$ cat config.mk
export PLATFORM = sky130hd
export DESIGN_NAME = seg_scan_mux
export DESIGN_NICKNAME = d
export VERILOG_FILES = /design/src/rtl/seg_pkg.sv /design/src/rtl/seg_hex_decoder.sv /design/src/rtl/seg_scan_mux.sv
export SDC_FILE = /design/constraint.sdc
export NUM_CORES = 1
export LEC_CHECK = 0
export ABC_CLOCK_PERIOD_IN_PS = 3900
export CORE_UTILIZATION = 50
export CTS_BUF_LIST = sky130_fd_sc_hd__clkbuf_16
export CTS_CLUSTER_SIZE = 16
export DETAILED_ROUTE_END_ITERATION = 10
export GPL_ROUTABILITY_DRIVEN = 0
export PLACE_DENSITY = 0.81
export RECOVER_POWER = 50
export SLEW_MARGIN = 40
export SYNTH_ARGS = -nofsm -noshare
export SYNTH_HDL_FRONTEND = slang
export SYNTH_HIERARCHICAL = 1
export SYNTH_SLANG_ARGS = --single-unit
$ cat constraint.sdc
create_clock -name clk -period 3.9 [get_ports clk]
set_input_delay 0.78 -clock clk [delete_from_list [all_inputs] [get_ports clk]]
set_output_delay 0.78 -clock clk [all_outputs]
set_load 0.005 [all_outputs]
$ cat src/rtl/seg_pkg.sv
// Shared 7-segment constants and hex glyph table (active-high, bit 6 = a).
// Pure definitions; no timing or flow control.
package seg_pkg;

  localparam int SEG_A = 6;
  localparam int SEG_B = 5;
  localparam int SEG_C = 4;
  localparam int SEG_D = 3;
  localparam int SEG_E = 2;
  localparam int SEG_F = 1;
  localparam int SEG_G = 0;

  localparam logic [6:0] SEG_OFF = 7'h00;

  function automatic logic [6:0] hex7(input logic [3:0] nib);
    logic [6:0] s;
    s = SEG_OFF;
    case (nib)
      4'h0: s = 7'h7E;
      4'h1: s = 7'h30;
      4'h2: s = 7'h6D;
      4'h3: s = 7'h79;
      4'h4: s = 7'h33;
      4'h5: s = 7'h5B;
      4'h6: s = 7'h5F;
      4'h7: s = 7'h70;
      4'h8: s = 7'h7F;
      4'h9: s = 7'h7B;
      4'hA: s = 7'h77;
      4'hB: s = 7'h1F;
      4'hC: s = 7'h4E;
      4'hD: s = 7'h3D;
      4'hE: s = 7'h4F;
      4'hF: s = 7'h47;
      default: s = SEG_OFF;
    endcase
    return s;
  endfunction

endpackage

$ cat src/rtl/seg_hex_decoder.sv
// Combinational nibble to active-high 7-segment glyph; zero latency, no backpressure.
module seg_hex_decoder
  import seg_pkg::*;
(
  input  logic [3:0] nibble,
  output logic [6:0] seg
);

  assign seg = hex7(nibble);

endmodule

$ cat src/rtl/seg_scan_mux.sv
// Multiplexed N-digit 7-segment scan driver with PWM, blanking, lz suppression and frame-synced double buffer.
// Pins registered, 1-cycle latency from cnt/idx; load is always accepted (no backpressure).
module seg_scan_mux
  import seg_pkg::*;
#(
  parameter int DIGITS      = 4,
  parameter int TICK_DIV    = 50000,
  parameter int PWM_W       = 3,
  parameter int SEG_ACT_LOW = 1,
  parameter int DIG_ACT_LOW = 1
) (
  input  logic                  clk,
  input  logic                  rst_n,
  input  logic                  load,
  input  logic [4*DIGITS-1:0]   nibbles,
  input  logic [DIGITS-1:0]     dp_in,
  input  logic [DIGITS-1:0]     blank_in,
  input  logic                  lz_en,
  input  logic [PWM_W-1:0]      brightness,
  output logic [6:0]            seg,
  output logic                  dp,
  output logic [DIGITS-1:0]     dig,
  output logic                  frame_start,
  output logic                  pending
);

  localparam int CW = (TICK_DIV > 1) ? $clog2(TICK_DIV) : 1;
  localparam int IW = (DIGITS > 1) ? $clog2(DIGITS) : 1;
  localparam int OW = CW + PWM_W + 1;

  localparam logic [6:0]        SEG_IDLE = (SEG_ACT_LOW != 0) ? ~SEG_OFF : SEG_OFF;
  localparam logic              DP_IDLE  = (SEG_ACT_LOW != 0);
  localparam logic [DIGITS-1:0] DIG_IDLE = (DIG_ACT_LOW != 0) ? '1 : '0;

  typedef struct packed {
    logic [PWM_W-1:0]    bright;
    logic [DIGITS-1:0]   blank;
    logic [DIGITS-1:0]   dpv;
    logic [4*DIGITS-1:0] nib;
  } frame_t;

  logic [CW-1:0]     cnt;
  logic [IW-1:0]     idx;
  logic              tick;
  logic              wrap;
  frame_t            shadow;
  frame_t            active;
  logic [OW-1:0]     on_len;
  logic              pwm_on;
  logic              lz_run;
  logic [DIGITS-1:0] supp;
  logic [3:0]        cur_nib;
  logic              cur_dp;
  logic              cur_blank;
  logic              cur_supp;
  logic              lit;
  logic [6:0]        dec_seg;
  logic [6:0]        seg_hi;
  logic              dp_hi;
  logic [DIGITS-1:0] dig_hi;

  assign tick = (cnt == CW'(TICK_DIV - 1));
  assign wrap = tick & (idx == IW'(DIGITS - 1));

  always_ff @(posedge clk or negedge rst_n) begin
    if (!rst_n) begin
      cnt         <= '0;
      idx         <= '0;
      frame_start <= 1'b0;
    end else begin
      cnt         <= tick ? '0 : cnt + CW'(1);
      frame_start <= wrap;
      if (tick) idx <= (idx == IW'(DIGITS - 1)) ? '0 : idx + IW'(1);
    end
  end

  // Swap reads the pre-load shadow, so a load on the wrap cycle lands one frame later.
  always_ff @(posedge clk or negedge rst_n) begin
    if (!rst_n) begin
      shadow  <= '0;
      active  <= '0;
      pending <= 1'b0;
    end else begin
      if (wrap) active <= shadow;
      if (load) begin
        shadow  <= '{bright: brightness, blank: blank_in, dpv: dp_in, nib: nibbles};
        pending <= 1'b1;
      end else if (wrap) begin
        pending <= 1'b0;
      end
    end
  end

  assign on_len = ((OW'(active.bright) + OW'(1)) * OW'(TICK_DIV)) >> PWM_W;
  assign pwm_on = (OW'(cnt) < on_len);

  // Walk from the most significant digit down; suppression stops at the first non-zero nibble.
  always_comb begin
    lz_run = 1'b1;
    supp   = '0;
    for (int i = DIGITS - 1; i >= 0; i--) begin
      lz_run  = lz_run & (active.nib[4*i +: 4] == 4'h0);
      supp[i] = lz_en & lz_run & (i != 0);
    end
  end

  always_comb begin
    cur_nib   = 4'h0;
    cur_dp    = 1'b0;
    cur_blank = 1'b0;
    cur_supp  = 1'b0;
    for (int i = 0; i < DIGITS; i++) begin
      if (idx == IW'(i)) begin
        cur_nib   = active.nib[4*i +: 4];
        cur_dp    = active.dpv[i];
        cur_blank = active.blank[i];
        cur_supp  = supp[i];
      end
    end
  end

  seg_hex_decoder u_dec (
    .nibble (cur_nib),
    .seg    (dec_seg)
  );

  assign lit    = pwm_on & ~cur_blank & ~cur_supp;
  assign seg_hi = lit ? dec_seg : SEG_OFF;
  assign dp_hi  = lit & cur_dp;
  assign dig_hi = lit ? (DIGITS'(1) << idx) : '0;

  always_ff @(posedge clk or negedge rst_n) begin
    if (!rst_n) begin
      seg <= SEG_IDLE;
      dp  <= DP_IDLE;
      dig <= DIG_IDLE;
    end else begin
      seg <= (SEG_ACT_LOW != 0) ? ~seg_hi : seg_hi;
      dp  <= (SEG_ACT_LOW != 0) ? ~dp_hi : dp_hi;
      dig <= (DIG_ACT_LOW != 0) ? ~dig_hi : dig_hi;
    end
  end

endmodule

## Word level (Yosys, flattened, before mapping)

Memory sizes are Yosys's and may differ from the RTL's.
Index checks and enable logic that the tools add are counted.

- Register bits: 86
- Latch bits: 0
- RAM bits: 0
- ROM bits: 112
- Input port bits: 31
- Output and inout port bits: 14
- Word-level logic and storage cells: 66
- Memories: 1

Memory list:

| name | depth | bits a word | rd ports | clocked after memory_dff | wr ports | RTL line | text |
|---|---|---|---|---|---|---|---|
| (name not given) | 16 | 7 | 1 | 0 | 0 | seg_pkg.sv:18 | `case (nib)` |

- $add $sub $neg: 3
- Multipliers: 1
- Divide/modulo/power cells: 0
- Magnitude comparators: 1
- Equal/unequal tests: 4
- Shift-type cells: 1
- Multiplexer cells: 21
- Bitwise operators: 14
- Reductions and logical operators: 5

Operator list:

| operator | count |
|---|---|
| 4-bit two-way mux | 5 |
| 16-bit by 17-bit < comparator with 1-bit output | 1 |
| 16-bit by 1-bit adder with 16-bit output (second input constant) | 1 |
| 16-bit equality test (second input constant) | 1 |
| 4-bit by 12-bit multiplier with 16-bit output (second input constant) | 1 |
| 16-bit two-way mux | 1 |
| 1-bit two-way mux | 13 |
| 4-bit zero test | 3 |
| 1-bit bitwise AND | 9 |
| 7-bit two-way mux | 1 |
| 7-bit inverter | 1 |
| 3-bit by 1-bit adder with 4-bit output (second input constant) | 1 |
| 2-bit equality test (second input constant) | 2 |
| 4-bit inverter | 1 |
| 1-bit by 2-bit << shifter with 4-bit output (first input constant) | 1 |
| 1-bit inverter | 3 |
| 2-bit by 1-bit adder with 2-bit output (second input constant) | 1 |
| 2-bit by 1-bit equality test with 1-bit output (second input constant) | 1 |
| 2-bit zero test | 1 |
| 2-bit two-way mux | 1 |
| 2-bit nonzero test | 1 |

## Longest topological paths before layout

Gate-level depths: netlist (run 1).

- Word-level depth: 11
- Depth in mapped cells: 19

## Hierarchy

Netlist (run 1), hierarchy kept.

By module, submodules not included:

| module | instances | cells an instance | area an instance (um2) |
|---|---|---|---|
| seg_scan_mux | 1 | 369 | 4429.2 |
| seg_hex_decoder | 1 | 33 | 287.8 |

## Worst setup path after synthesis (run 1)

OpenSTA, ideal clock, no wires.

- Kind: reg-to-reg
- From: register active[24] (netlist bit)
- To: register dig[2]
- Library setup time: 0.097 ns
- Arrival: 3.879 ns
- Required time: 3.803 ns
- Path slack: -0.076 ns
- Stages on the path, launching flop included: 19
- Path buffers: 2
- Clock period less this slack: 3.976 ns
- Cells stage by stage: dfrtp_1 clkbuf_1 inv_1 ha_1 ha_1 ha_1 ha_1 a21oi_1 o21ai_0 a21o_1 a21oi_1 xnor2_1 ha_1 a21oi_1 o21a_1 o21ai_0 a22oi_1 clkbuf_1 nand3_1

- Cells in the longest elaborated chain, start to end: 7

RTL lines:

| item | RTL line | text |
|---|---|---|
| start, declared | seg_scan_mux.sv:47 | `frame_t active;` |
| start signal, assigned | seg_scan_mux.sv:84 | `if (wrap) active <= shadow;` |
| 3-bit by 1-bit adder with 4-bit output | seg_scan_mux.sv:94 | `assign on_len = ((OW'(active.bright) + OW'(1)) * OW'(TICK_DIV)) >> PWM_W;` |
| 4-bit by 12-bit multiplier with 16-bit output | seg_scan_mux.sv:94 |  |
| 16-bit by 17-bit < comparator with 1-bit output | seg_scan_mux.sv:95 | `assign pwm_on = (OW'(cnt) < on_len);` |
| 1-bit bitwise AND (2 in a row) | seg_scan_mux.sv:127 | `assign lit = pwm_on & ~cur_blank & ~cur_supp;` |
| 4-bit two-way mux | seg_scan_mux.sv:130 | `assign dig_hi = lit ? (DIGITS'(1) << idx) : '0;` |
| 4-bit inverter | seg_scan_mux.sv:140 | `dig <= (DIG_ACT_LOW != 0) ? ~dig_hi : dig_hi;` |
| end signal, assigned | seg_scan_mux.sv:140 |  |
| end, declared | seg_scan_mux.sv:22 | `output logic [DIGITS-1:0] dig,` |

No other way between the ends.
A chain may end at the register's enable or synchronous reset.

## Final worst setup path (run 1)

- From: register active[24] (netlist bit)
- To: register dig[3]

The elaborated chain is that of the path after synthesis.

==> impl_metrics.yaml, run 1 <==
status:
  run_status: "complete, but fails checks"
  violations: "max-capacitance violations, max-slew violations"
worst_setup_path:
  r2r_end: "dig[3]"
  reg2reg_depth: 16
  cp-start-kind: "flip-flop"
  regToRegSetupSlack_ns: 0.21
  cp_max_fo: 8
  r2r-start: "active[24]"
  critical_path_arrival_ns: 3.96
  critical_path_class: "reg2reg"
  cp.required_ns: 4.17
  endpoint_kind: "flip-flop"
route:
  drt_iter0_drc: 165
  first_pass_iters: 4
  finalWirelength_um: 9700
  num_vias: 3255
  ant_nets: 0
  post-route-drc-count: 0
  avgRoutedWirePerCell_um: 17.0
  vias_per_cell: 5.72
timing:
  skew_ns: 0.00583
  tightest_slew_ns: 2.02
  drv_slew: 87
  slew_headroom_pct: -34.9
  setup_tns_ns: 0
  rsz0062_at_grt: "false"
  min_period_ns: 3.69
  fmax_mhz: 271
  hold_violations: 0
  final-setup-viol-count: 0
  finalCritPeriodShare_pct: 94.7
synthesis:
  synth_top_area_share_pct: 39.3
  synth.most_common_cell: "dfrtp_1"
  synth_area_leader_cell: "dfrtp_1"
  synth.area.top_cells: "dfrtp_1 (39%), ha_1 (11%), mux2_2 (8.8%)"
  synth-edff-count: 0
  synthFlopType: "dfrtp_1"
  ys_seq_area_share_pct: 45.9
  synth_area_sq_um: 4720
  ys_types: 50
  ys_seq_elements: 86
  yosysWarnings: 6
  ys_top_cells_by_count: "dfrtp_1 (74), ha_1 (41), mux2_2 (37)"
  netlist_instances: 402
  synth_fp_nets: 474
  syn_area_per_cell_sq_um: 11.7
  async_reset_ff_share_pct: 100
global_route:
  gr-usage-met1_pct: 27.1
  grt_pass1_vias: 3299
  busiest_layer: "met2"
  grt_max_degree: 87
  grtUsageMet2_pct: 35.7
  grt-ovfl-total: 0
  grt_usage_pct: 21.1
  grt_first_pass_wirelength_um: 16100
  use_met3_pct: 4.43
  antenna_found_initial: 0
clock_network:
  cts_tree: "done"
  cts_max_path_buffers: 2
  cts_root_buf: "clkbuf_16"
  cts-htree-levels: 3
  cts_buffers: 9
  clkLatencyLatePin_ns: 0.34
  cts.clk_slew.worst_paths_ns: 0.07
  clock_sinks: 86
  cts_hold_buffers: 0
hold_path:
  hp-start: "pending"
  hold_path_class: "reg2reg"
  worstHoldEndpoint: "pending"
  hold_path_depth: 1
cells_and_area:
  layout-drive-gt1-share_pct: 23.6
  nets: 525
  syn2layout_area_growth_pct: 19.3
  antennaDiodeCount: 0
  final_core_util_pct: 61.2
power_and_ir_drop:
  power_frac_seq_pct: 50.1
  intPower_mw: 1.42
  pwr-share-clk_pct: 45.4
  ir_worst_vdd_v: 0.000272
  power-per-cell-area_nw_per_um2: 332
  switchingPower_mw: 0.443
  p_sw_share_pct: 23.7
  p_leak_nw: 2.57
  p_comb_share_pct: 4.6
floorplan:
  die_area_sq_um: 9830
  num_io_pins: 45
  rows: 35
  die_y_um: 99.1
  initial_utilization_pct: 51.3
  core_sq_um: 9200
  die_w_um: 99.1
place:
  detailed_place_hpwl_um: 6730
  port-buffer-count: 44
flow_run:
  maxCapViolCount: 1
how the worst max path moves through the flow:
stage / startpoint / end / slack [ns]
after floorplan: active[24] / dig[2] / 0.007
after global placement: active[24] / seg[5] / 0.15
after detailed placement: active[24] / seg[5] / 0.11
after CTS: active[24] / dig[3] / 0.04
after global routing: active[24] / dig[3] / 0.03
final: active[24] / dig[3] / 0.21
state kept, by name, summed over array words and instances, names as in the netlist, 2 cells and up:
| register | count |
|---|---|
| active | 27 |
| cnt | 16 |
| dig | 4 |
| idx | 2 |
| seg | 7 |
| shadow | 27 |
cell type report:
cell class / instances / area [sq um]
multi-input cells: 286 / 2450
clock inverters: 7 / 73.8
flip-flops and latches: 86 / 2170
clock buffers: 9 / 225
well taps: 111 / 139
inverters: 16 / 60.1
repair buffers: 54 / 508
fillers: 706 / 3570
per-layer routing:
layer,part of all wire (%),vias up
met5,0,-
met4,1.9,0
met3,3.5,17
met2,51,68
met1,43,1638
li1,-,1532
power by group through the flow:
stage          sequential [mW]  combinational [mW]  clock [mW]
3_5_place_dp             0.952              0.0876           0
6_report                 0.935              0.0851       0.848
2_1_floorplan            0.946              0.0349           0
3_3_place_gp             0.950              0.0833           0
4_1_cts                  0.935              0.0880       0.866
5_1_grt                  0.938              0.0934       0.894
cells by family after synthesis:
| kind of cell | after synthesis | share of synthesized area (%) |
|---|---|---|
| AOI/OAI and AO/OA | 55 | 7.32 |
| xor gates and xnor gates | 27 | 5.33 |
| adders and majority gates | 41 | 10.9 |
| buffers and inverters | 30 | 2.89 |
| DFF | 86 | 45.9 |
| muxes | 58 | 15.5 |
| and+or+nand+nor | 105 | 12.1 |
worst max-delay path: stages (launching register included):
cell and delay (ns):
dfrtp_1 0.39, buf_4 0.18, ha_1 0.26, xnor2_2 0.17
ha_1 0.30, inv_1 0.07, ha_2 0.30, ha_1 0.35
a31oi_1 0.18, o31ai_1 0.14, o21ba_2 0.25, ha_1 0.29
nand3_1 0.10, nor3_1 0.20, o211ai_1 0.14, buf_2 0.21
nand3_1 0.10
stage by stage:
step                worst slack [ns]  hold WS [ns]  instance area, sq um  power [mW]  cells
floorplan                    0.00659         0.472                  4720       0.981    402
global placement               0.155         0.464                  5260        1.03    549
detailed placement             0.107         0.469                  5280        1.04    550
CTS                           0.0404         0.489                  5580        1.89    566
global route                  0.0344         0.504                  5630        1.93    569
finish                         0.206         0.487                  5630        1.87    569
cells in the final DEF (no fill, tap or decap), types with 3 or more instances in the layout:
master and n:
a21o_1 5, a21oi_1 18, a31oi_1 3, buf_4 9, clkbuf_16 9, clkdlybuf4s50_1 43, dfrtp_1 74, dfstp_2 12
ha_1 39, inv_1 15, mux2_2 37, mux2_4 18, nand2_1 23, nand3_1 24, nand3b_1 9, nand4_1 3
nor2_1 15, nor2b_1 6, nor3_1 7, o211ai_1 4, o21ai_0 10, xnor2_1 17, xor2_1 8
repair_timing:
action	CTS	global route
buffers inserted	0	2
setup endpoints to repair	0	12
gates resized for setup	0	12
Note: power is estimated with default switching activity, not from simulation.
==> inputs of run 2 (changes only) <==
==> constraint.sdc (replaced) <==
create_clock -name clk -period 3.9 [get_ports clk]
set_input_delay 0.78 -clock clk [delete_from_list [all_inputs] [get_ports clk]]
set_output_delay 0.78 -clock clk [all_outputs]
set_load 0.01 [all_outputs]
==> results of run 2 <==
Same layout as run 1: the final DEF is identical, and so are final timing and power.
